**config.mk**
```make
export PLATFORM = sky130hd
export DESIGN_NAME = mac_frame_fifo
export DESIGN_NICKNAME = d
export VERILOG_FILES = /design/src/rtl/mac_frame_fifo.sv
export SDC_FILE = /design/constraint.sdc
export NUM_CORES = 1
export LEC_CHECK = 0
export ABC_AREA = 0
export CORE_MARGIN = 4
export CORE_UTILIZATION = 50
export DETAILED_ROUTE_END_ITERATION = 10
export PLACE_DENSITY = 0.73
export SYNTH_ARGS = -nofsm -noshare
export SYNTH_HDL_FRONTEND = slang
export SYNTH_SLANG_ARGS = --single-unit
```
**constraint.sdc**
```tcl
create_clock -name clock -period 7 [get_ports clock]
set_input_delay 1.05 -clock clock [delete_from_list [all_inputs] [get_ports clock]]
set_output_delay 1.05 -clock clock [all_outputs]
set_load 0.03 [all_outputs]
```
**src/rtl/mac_frame_fifo.sv**
```systemverilog
// -----------------------------------------------------------------------------
// mac_frame_fifo
//   Store-and-forward frame FIFO for a MAC datapath. Words of DATA_IN_WIDTH
//   are written as frames delimited by start/end flags. A frame becomes
//   readable only when its end word is accepted. Each stored word is read out
//   as RATIO = DATA_IN_WIDTH/DATA_OUT_WIDTH beats, most significant beat first.
//   The input side can abort a frame, and the output side can retry a frame.
//   A frame that overflows storage is discarded when its end word arrives.
//
// Ports
//   clock, reset        : rising-edge clock, synchronous active-high reset
//   data_in*            : write word plus enable/start/end/abort strobes
//   data_out            : registered output beat
//   data_out_enable     : pop strobe; data_out_valid marks a beat delivered
//   data_out_start/end  : first beat of a frame / last beat of a frame
//   retry               : rewind the output frame in progress to its first beat
//   fifo_full           : storage holds 2**FIFO_DEPTH unreleased words
//   frame_count         : committed frames not yet fully read (saturating)
//   overflow_drop       : one-cycle pulse when an overflowed frame is dropped
// -----------------------------------------------------------------------------
module mac_frame_fifo #(
  parameter int DATA_IN_WIDTH     = 32,
  parameter int DATA_OUT_WIDTH    = 8,
  parameter int FIFO_DEPTH        = 4,
  parameter int FRAME_COUNT_WIDTH = 4
) (
  input  logic                         clock,
  input  logic                         reset,
  input  logic [DATA_IN_WIDTH-1:0]     data_in,
  input  logic                         data_in_enable,
  input  logic                         data_in_start,
  input  logic                         data_in_end,
  input  logic                         data_in_abort,
  output logic [DATA_OUT_WIDTH-1:0]    data_out,
  input  logic                         data_out_enable,
  output logic                         data_out_valid,
  output logic                         data_out_start,
  output logic                         data_out_end,
  input  logic                         retry,
  output logic                         fifo_full,
  output logic [FRAME_COUNT_WIDTH-1:0] frame_count,
  output logic                         overflow_drop
);

  localparam int RATIO   = DATA_IN_WIDTH / DATA_OUT_WIDTH;
  localparam int ENTRIES = 2 ** FIFO_DEPTH;
  localparam int PTR_W   = FIFO_DEPTH + 1;
  localparam int LANE_W  = (RATIO > 1) ? $clog2(RATIO) : 1;

  localparam logic [PTR_W-1:0]             PTR_ENTRIES = PTR_W'(ENTRIES);
  localparam logic [LANE_W-1:0]            LAST_LANE   = LANE_W'(RATIO - 1);
  localparam logic [FRAME_COUNT_WIDTH-1:0] COUNT_MAX   = '1;

  typedef struct packed {
    logic                     sof;
    logic                     eof;
    logic [DATA_IN_WIDTH-1:0] data;
  } entry_t;

  // Storage
  entry_t r_mem [ENTRIES];

  // Write side state
  logic [PTR_W-1:0] r_wr_ptr;
  logic [PTR_W-1:0] r_frame_start_ptr;
  logic [PTR_W-1:0] r_commit_ptr;
  logic             r_in_frame;
  logic             r_overflow;

  // Read side state
  logic [PTR_W-1:0]  r_rd_ptr;
  logic [PTR_W-1:0]  r_release_ptr;
  logic [LANE_W-1:0] r_lane;
  logic              r_out_active;

  // Registered outputs
  logic [DATA_OUT_WIDTH-1:0]    r_data_out;
  logic                         r_data_out_valid;
  logic                         r_data_out_start;
  logic                         r_data_out_end;
  logic [FRAME_COUNT_WIDTH-1:0] r_frame_count;
  logic                         r_overflow_drop;

  // ---------------------------------------------------------------------------
  // Write-side decode
  // ---------------------------------------------------------------------------
  logic             w_accept;
  logic [PTR_W-1:0] w_base;
  logic [PTR_W-1:0] w_base_inc;
  logic [PTR_W-1:0] w_new_start;
  logic [PTR_W-1:0] w_base_used;
  logic [PTR_W-1:0] w_used;
  logic             w_drop;
  logic             w_mem_we;
  logic             w_commit;
  logic             w_discard;

  // Only words inside a frame (or opening one) are considered; abort wins.
  assign w_accept    = data_in_enable && !data_in_abort && (data_in_start || r_in_frame);
  // A start arriving mid-frame reuses the slot of the abandoned frame.
  assign w_base      = (data_in_start && r_in_frame) ? r_frame_start_ptr : r_wr_ptr;
  assign w_base_inc  = w_base + 1'b1;
  assign w_new_start = data_in_start ? w_base : r_frame_start_ptr;
  // Fullness is judged against the release pointer, so words of a frame that
  // is still being read out keep their storage until its end beat leaves.
  assign w_base_used = w_base - r_release_ptr;
  assign w_used      = r_wr_ptr - r_release_ptr;
  // Once a frame has lost a word it keeps dropping until a new start.
  assign w_drop      = w_accept && ((w_base_used == PTR_ENTRIES) ||
                                    (r_overflow && !data_in_start));
  assign w_mem_we    = w_accept && !w_drop;
  assign w_commit    = w_mem_we && data_in_end;
  assign w_discard   = w_drop && data_in_end;

  // ---------------------------------------------------------------------------
  // Read-side decode
  // ---------------------------------------------------------------------------
  entry_t                    w_rd_word;
  logic [DATA_IN_WIDTH-1:0]  w_shifted;
  logic [DATA_OUT_WIDTH-1:0] w_beat;
  logic                      w_out_retry;
  logic                      w_pop;
  logic                      w_last_lane;
  logic                      w_release;

  assign w_rd_word   = r_mem[r_rd_ptr[FIFO_DEPTH-1:0]];
  // Lane 0 is the most significant slice of the word.
  assign w_shifted   = w_rd_word.data << (r_lane * DATA_OUT_WIDTH);
  assign w_beat      = w_shifted[DATA_IN_WIDTH-1 -: DATA_OUT_WIDTH];
  assign w_last_lane = (r_lane == LAST_LANE);
  assign w_out_retry = retry && r_out_active;
  assign w_pop       = data_out_enable && !w_out_retry &&
                       ((r_frame_count != '0) || r_out_active) &&
                       (r_rd_ptr != r_commit_ptr);
  assign w_release   = w_pop && w_last_lane && w_rd_word.eof;

  // ---------------------------------------------------------------------------
  // Storage write
  // NOTE: the data array has no reset; pointers alone define which entries
  // are live, and leaving it unreset lets it map onto plain RAM.
  // ---------------------------------------------------------------------------
  always_ff @(posedge clock) begin
    if (w_mem_we) begin
      r_mem[w_base[FIFO_DEPTH-1:0]] <= {data_in_start, data_in_end, data_in};
    end
  end

  // ---------------------------------------------------------------------------
  // Control state
  // NOTE: every register here uses <= so all branches see pre-edge values,
  // which is what lets write, commit, pop and release share one edge.
  // ---------------------------------------------------------------------------
  always_ff @(posedge clock) begin
    if (reset) begin
      r_wr_ptr          <= '0;
      r_frame_start_ptr <= '0;
      r_commit_ptr      <= '0;
      r_in_frame        <= 1'b0;
      r_overflow        <= 1'b0;
      r_rd_ptr          <= '0;
      r_release_ptr     <= '0;
      r_lane            <= '0;
      r_out_active      <= 1'b0;
      r_data_out        <= '0;
      r_data_out_valid  <= 1'b0;
      r_data_out_start  <= 1'b0;
      r_data_out_end    <= 1'b0;
      r_frame_count     <= '0;
      r_overflow_drop   <= 1'b0;
    end else begin
      r_overflow_drop <= w_discard;

      // Input side
      if (data_in_abort) begin
        if (r_in_frame) begin
          r_wr_ptr   <= r_frame_start_ptr;
          r_in_frame <= 1'b0;
          r_overflow <= 1'b0;
        end
      end else if (w_accept) begin
        r_frame_start_ptr <= w_new_start;
        if (data_in_end) begin
          r_in_frame <= 1'b0;
          r_overflow <= 1'b0;
          if (w_drop) begin
            r_wr_ptr <= w_new_start;
          end else begin
            r_wr_ptr     <= w_base_inc;
            r_commit_ptr <= w_base_inc;
          end
        end else begin
          r_in_frame <= 1'b1;
          r_overflow <= w_drop;
          r_wr_ptr   <= w_drop ? w_base : w_base_inc;
        end
      end

      // Output side
      if (w_out_retry) begin
        r_rd_ptr         <= r_release_ptr;
        r_lane           <= '0;
        r_out_active     <= 1'b0;
        r_data_out_valid <= 1'b0;
        r_data_out_start <= 1'b0;
        r_data_out_end   <= 1'b0;
      end else if (w_pop) begin
        r_data_out       <= w_beat;
        r_data_out_valid <= 1'b1;
        r_data_out_start <= w_rd_word.sof && (r_lane == '0);
        r_data_out_end   <= w_rd_word.eof && w_last_lane;
        if (w_last_lane) begin
          r_lane   <= '0;
          r_rd_ptr <= r_rd_ptr + 1'b1;
        end else begin
          r_lane <= r_lane + 1'b1;
        end
        if (w_release) begin
          r_release_ptr <= r_rd_ptr + 1'b1;
          r_out_active  <= 1'b0;
        end else begin
          r_out_active <= 1'b1;
        end
      end else begin
        r_data_out_valid <= 1'b0;
        r_data_out_start <= 1'b0;
        r_data_out_end   <= 1'b0;
      end

      // Committed-frame count: nets commit against release, saturating.
      if (w_commit && !w_release && (r_frame_count != COUNT_MAX)) begin
        r_frame_count <= r_frame_count + 1'b1;
      end else if (w_release && !w_commit && (r_frame_count != '0)) begin
        r_frame_count <= r_frame_count - 1'b1;
      end
    end
  end

  assign data_out       = r_data_out;
  assign data_out_valid = r_data_out_valid;
  assign data_out_start = r_data_out_start;
  assign data_out_end   = r_data_out_end;
  assign frame_count    = r_frame_count;
  assign overflow_drop  = r_overflow_drop;
  assign fifo_full      = (w_used == PTR_ENTRIES);

endmodule

```
==> flow_summary.json, run 1 <==
{
  "clk_latency_ps": 630,
  "syn_inst": 1206,
  "final_hold_viol_count": 0,
  "finalCritPeriodShare_pct": 71.8,
  "layout.nets": 1334,
  "cp_max_fo": 34,
  "cts_max_path_buffers": 3,
  "hp-start": "r_commit_ptr[2]",
  "port_buffers": 56,
  "sw_frac_of_total_pct": 20.5,
  "via_per_inst": 6.25,
  "syn_nets": 1264,
  "r2r-start": "r_in_frame",
  "pwr-share-seq_pct": 53.3,
  "fin_cells": 1926,
  "setup_tns_ps": 0,
  "max_stage_delay_ps": 1060,
  "p_sw_mw": 1.50,
  "drt_wl_total_um": 52600,
  "cp-end-kind": "flip-flop",
  "clk_pin_slew_ps": 60,
  "worstSetupStartpoint": "data_in_start",
  "post_cts_buffers": 0,
  "synth_ff_type": "edfxtp_1",
  "cp_cell_sequence": "clkdlybuf4s50_1, nand2_1, mux2i_1, inv_1, ha_1, and3_1, and3_1, o31a_1, nor2_1, and3_2",
  "yosysSeqAreaShare_pct": 74.3,
  "drv_slew": 0,
  "start_util_pct": 51.0,
  "clock_power_share_pct": 43.7,
  "yosysWarnings": 0,
  "syn_avg_cell_area_um2": 19.3,
  "antenna_found_initial": 0,
  "cts_inserted_buffers": 59,
  "dieArea_mm2": 0.0502,
  "drv_cap": 0,
  "worstMarginPinSlew_ps": 1080,
  "synth_edf_count": 544,
  "skew_ps": 14.6,
  "slew_headroom_pct": 28.3,
  "rsz0062_at_grt": "no",
  "fp.dieH_um": 224,
  "arrival_ps": 5260,
  "grt_pass1_wl_um": 78300,
  "crit_required_ps": 7240,
  "drive_above_1_share_pct": 20.4,
  "netlist_area_mm2": 0.0233,
  "reg2reg_slack_ps": 2370,
  "grt_max_degree": 50,
  "drt_iter0_markers": 1289,
  "min_path_cells": 2,
  "synth_cell_types": 57,
  "fmax_ghz": 0.199,
  "dr.pass1.iters": 5,
  "reg2reg_depth": 9,
  "cts-htree-levels": 2,
  "critPathKind": "input port to flip-flop",
  "grt_pass1_vias": 12124,
  "hp-class": "flip-flop to flip-flop",
  "cts_resized": 0,
  "routedWlPerCell_um": 27.3,
  "total_power_mw": 7.32,
  "nFillCells": 3315,
  "coreArea_mm2": 0.0458,
  "area_delta_synth_final_pct": 13.7,
  "cts-hold-fix-buffers": 0,
  "num_vias": 12032,
  "root_buffer": "clkbuf_16",
  "place.gp.congestion": 0.835,
  "crit_top_cell": "and3_1",
  "grt_usage_pct": 20.8,
  "dieWidth_um": 224,
  "io_pins": 57,
  "finalCriticalPeriod_ps": 5030,
  "hold_end": "r_commit_ptr[2]",
  "run_status": "complete, no violations",
  "r2r_end": "r_mem[7][31]",
  "slowest_stage": "and3_2",
  "final_common_cell": "edfxtp_1",
  "drc_errors": 0,
  "tritoncts": "yes",
  "powerDensity_mw_per_mm2": 276,
  "diodes": 0,
  "comb_power_share_pct": 2.9,
  "worstSetupStartpointType": "input port",
  "leakagePower_nw": 8.30,
  "num_rows": 78,
  "synth_seq_cells": 594,
  "internal-power_mw": 5.81,
  "setup_violations": 0,
  "clock_sinks": 594,
  "dp_cells": 1815,
  "grt_overflow": 0,
  "peakVddDrop_mv": 0.230,
  "postSynth.asyncResetShare_pct": 0,
  "hpwlAfterDp_um": 32000,
  "mostFrequentLayoutCells": "edfxtp_1, mux4_2, clkbuf_16, clkdlybuf4s50_1, nor2_1",
  "ant_nets": 0
}
worst max-delay path by stage:
stage	end	slack, ps
after floorplan	r_mem[11][0]	590
after global placement	r_mem[1][25]	1420
after detailed placement	r_mem[1][25]	1380
after CTS	r_mem[1][25]	2020
after global routing	r_mem[7][8]	1690
final	r_mem[7][31]	1970
flip-flops by register name, indices dropped and copies added (netlist names), named ones only:
| signal | flops |
|---|---|
| data_out | 8 |
| data_out_end | 1 |
| data_out_start | 1 |
| data_out_valid | 1 |
| frame_count | 4 |
| overflow_drop | 1 |
| r_commit_ptr | 5 |
| r_frame_start_ptr | 5 |
| r_in_frame | 1 |
| r_lane | 2 |
| r_mem | 544 |
| r_out_active | 1 |
| r_overflow | 1 |
| r_rd_ptr | 5 |
| r_release_ptr | 5 |
| r_wr_ptr | 5 |
cells in the mapped netlist (11+ instances only):
library cell,number,area [µm²]
inv_1,14,52.6
and3_1,19,119
nor2_1,53,199
a22oi_1,36,270
xor2_1,11,96.3
buf_1,11,41.3
dfxtp_1,50,1000
o21ai_0,25,125
mux4_2,135,3040
clkbuf_1,41,154
a21oi_1,37,185
nand2_1,25,93.8
edfxtp_1,544,16300
ha_1,17,213
a211oi_1,13,97.6
a22o_1,14,123
o22ai_1,15,93.8
nor3_1,32,160
nand3_1,11,55.1
final cells by class:
cell class                      instances  area (µm²)  area share [%]
Sequential cell                       594       17300            65.4
Clock inverter                         38         413            1.56
Timing Repair Buffer                   72         688            2.59
Clock buffer                           73        1560            5.88
Tap cell                              600         751            2.83
Inverter                               14        52.6           0.198
Multi-Input combinational cell        535        5710            21.5
critical path: cells and delay by family:
kind / cells / cell delay (ps)
adders and majority gates: 1 / 240
AOI/OAI and AO/OA: 1 / 370
buffers and inverters: 2 / 690
muxes: 1 / 540
and+or+nand+nor: 5 / 2340
metrics by stage:
step	hold slack [ps]	setup WS, ps	instance area (µm²)	util (%)
final	476	1970	26500	57.9
after global routing	500	1690	26500	57.9
after CTS	472	2020	26500	57.9
after detailed placement	463	1380	24500	53.6
after global placement	459	1420	24500	53.6
after floorplan	444	587	23300	-
kinds of logic (layout without fill, tap and decap cells):
| group | count (synthesis) | after routing | synth area share [%] |
|---|---|---|---|
| buffers and inverters | 77 | 197 | 1.33 |
| DFF | 594 | 594 | 74.3 |
| xor gates and xnor gates | 16 | 16 | 0.601 |
| AOI/OAI and AO/OA | 164 | 164 | 4.73 |
| and+or+nand+nor | 187 | 187 | 4.09 |
| adders and majority gates | 18 | 18 | 0.998 |
| muxes | 150 | 150 | 13.9 |
power by group through the flow:
stage	Combinational (mW)	Sequential (mW)	Clock, mW
3_3_place_gp	0.210	3.98	0
6_report	0.215	3.90	3.20
3_5_place_dp	0.214	3.98	0
2_1_floorplan	0.0958	3.98	0
4_1_cts	0.215	3.90	3.23
5_1_grt	0.230	3.90	3.38
routing by layer:
metal	wire length (µm)	vias to the layer above	GRT usage [%]
li1	-	5120	-
met1	21300	6298	28.7
met2	26400	531	34.8
met3	3700	83	3.87
met4	1240	0	5.51
met5	0	-	0
(Power assumes the default switching activity.)
==> inputs of run 2 (changes only) <==
==> constraint.sdc (replaced) <==
create_clock -name clock -period 4.9 [get_ports clock]
set_input_delay 0.735 -clock clock [delete_from_list [all_inputs] [get_ports clock]]
set_output_delay 0.735 -clock clock [all_outputs]
set_load 0.03 [all_outputs]
==> run 2 against run 1 <==
Net effect: global-route usage grew 0.37 points; sequential power increased by 43%; hold slack better by 7.0 ps; sequential cell count did not move; non-clock buffer count rose by 41; wire length is 0.38% higher; clock skew grew 13 ps; die area did not move; largest cell class unchanged.
==> flow_summary.json, run 2 (synthesis gave the netlist of run 1 again) <==
{
  "start_util_pct": 51.0,
  "cts_inserted_buffers": 57,
  "root_buffer": "clkbuf_16",
  "largest_reg_flops": 544,
  "cp-end-kind": "flip-flop",
  "clk_latency_ps": 620,
  "antenna_found_initial": 1,
  "tritoncts": "yes",
  "drc_errors": 0,
  "total_power_mw": 10.2,
  "grt_pass1_vias": 12520,
  "crit_required_ps": 5370,
  "worstMarginPinSlew_ps": 983,
  "dpl_cell_area_mm2": 0.0250,
  "io_pins": 57,
  "fmax_ghz": 0.245,
  "run_status": "complete, no violations",
  "drive_above_1_share_pct": 22.8,
  "finalCritPeriodShare_pct": 83.3,
  "num_vias": 12257,
  "nFillCells": 3259,
  "num_rows": 78,
  "grt_pass1_wl_um": 80000,
  "setup_tns_ps": 0,
  "final_hold_viol_count": 0,
  "via_per_inst": 6.25,
  "skew_ps": 27.2,
  "hp-start": "r_commit_ptr[3]",
  "grt_usage_pct": 21.2,
  "mostFrequentLayoutCells": "edfxtp_1, mux4_2, clkbuf_16, clkdlybuf4s50_1, nor2_1",
  "place.gp.congestion": 0.856,
  "cts_max_path_buffers": 3,
  "area_delta_synth_final_pct": 14.9,
  "coreArea_mm2": 0.0458,
  "finalCriticalPeriod_ps": 4080,
  "final_common_cell": "edfxtp_1",
  "finalWorstSetupSlack_ps": 817,
  "port_buffers": 56,
  "layout.nets": 1373,
  "cts_resized": 0,
  "worstSetupStartpoint": "data_in_start",
  "stdcell_area_mm2": 0.0268,
  "setup_violations": 0,
  "peakVddDrop_mv": 0.286,
  "critPathKind": "input port to flip-flop",
  "cts-hold-fix-buffers": 0,
  "routedWlPerCell_um": 27.0,
  "dr.pass1.iters": 5,
  "reg2reg_depth": 15,
  "post_cts_buffers": 0,
  "ant_nets": 0,
  "dieArea_mm2": 0.0502,
  "max_stage_delay_ps": 520,
  "drt_wl_total_um": 52800,
  "clock_sinks": 594,
  "clk_pin_slew_ps": 70,
  "worstSetupStartpointType": "input port",
  "drt_iter0_markers": 1634,
  "grt_max_degree": 86,
  "rsz0062_at_grt": "no",
  "drv_cap": 0,
  "hpwlAfterDp_um": 31900,
  "drv_slew": 0,
  "dieWidth_um": 224,
  "pre_cts_ws_ps": 260,
  "min_path_cells": 2,
  "cp_cell_sequence": "clkdlybuf4s50_1, nand2_1, mux2_2, inv_1, ha_1, inv_1, or4_1, a21oi_1, o31a_1, or3_4, ha_1, a21o_1, a21oi_1, o211a_1, o21ai_0, nor3b_1",
  "r2r-start": "r_in_frame",
  "fp.dieH_um": 224,
  "slew_headroom_pct": 34.5,
  "slowest_stage": "or4_1",
  "hp-class": "flip-flop to flip-flop",
  "whs_ps": 483,
  "arrival_ps": 4550,
  "grt_overflow": 0,
  "cts-htree-levels": 2,
  "leakagePower_nw": 8.46,
  "powerDensity_mw_per_mm2": 379,
  "cp_max_fo": 8
}
[run 2: cell count changes in the layout (fill, tap and decap cells not counted), sizes merged]
| cell | before | now |
|---|---|---|
| buf | 17 | 58 |
| clkinv | 23 | 26 |
| diode | 0 | 1 |
| clkinvlp | 4 | 5 |
| bufinv | 7 | 4 |
| clkbuf | 73 | 64 |
[run 2: metal layers]
metal  part of all wire, %  track usage [%]  vias to the layer above
met2                    49             33.9                      564
li1                      -                -                     5206
met4                   2.3             6.26                        0
met3                   7.3             3.66                       93
met5                     0                0                        -
met1                    41             30.5                     6394
[run 2: critical path, delay by kind of cell]
family | cells | cell delay [ps]
AOI/OAI and AO/OA | 6 | 1260
buffers and inverters | 3 | 650
adders and majority gates | 2 | 410
and+or+nand+nor | 4 | 1110
muxes | 1 | 380
[run 2: layout make-up]
class | instances | area, µm² | area share, %
inverter | 14 | 52.6 | 0.196
clock buffer | 64 | 1470 | 5.50
clock inverter | 39 | 344 | 1.28
antenna | 1 | 2.50 | 0.00934
sequential | 594 | 17300 | 64.7
tap | 600 | 751 | 2.80
multi-input combinational | 535 | 5730 | 21.4
timing repair buffer | 113 | 1100 | 4.09
[run 2: power by group]
part	leakage (nW)	switching, mW	internal [mW]
sequential	5.30	0.0175	5.56
combinational	2.28	0.199	0.114
clock	0.878	1.88	2.39
total	8.46	2.10	8.05
[run 2: final timing paths]
| path | end | slack, ps |
|---|---|---|
| worst max-delay path | frame_count[3] | 820 |
| worst min-delay path | r_commit_ptr[3] | 480 |
| worst max register to register | frame_count[3] | 860 |
| worst min register to register | r_commit_ptr[3] | 480 |
[run 2: through the flow]
| stage | utilization, % | std cells |
|---|---|---|
| floorplan | - | 1206 |
| global placement | 54.6 | 1856 |
| detailed placement | 54.6 | 1856 |
| CTS | 58.5 | 1959 |
| global route | 58.5 | 1960 |
| finish | 58.5 | 1960 |
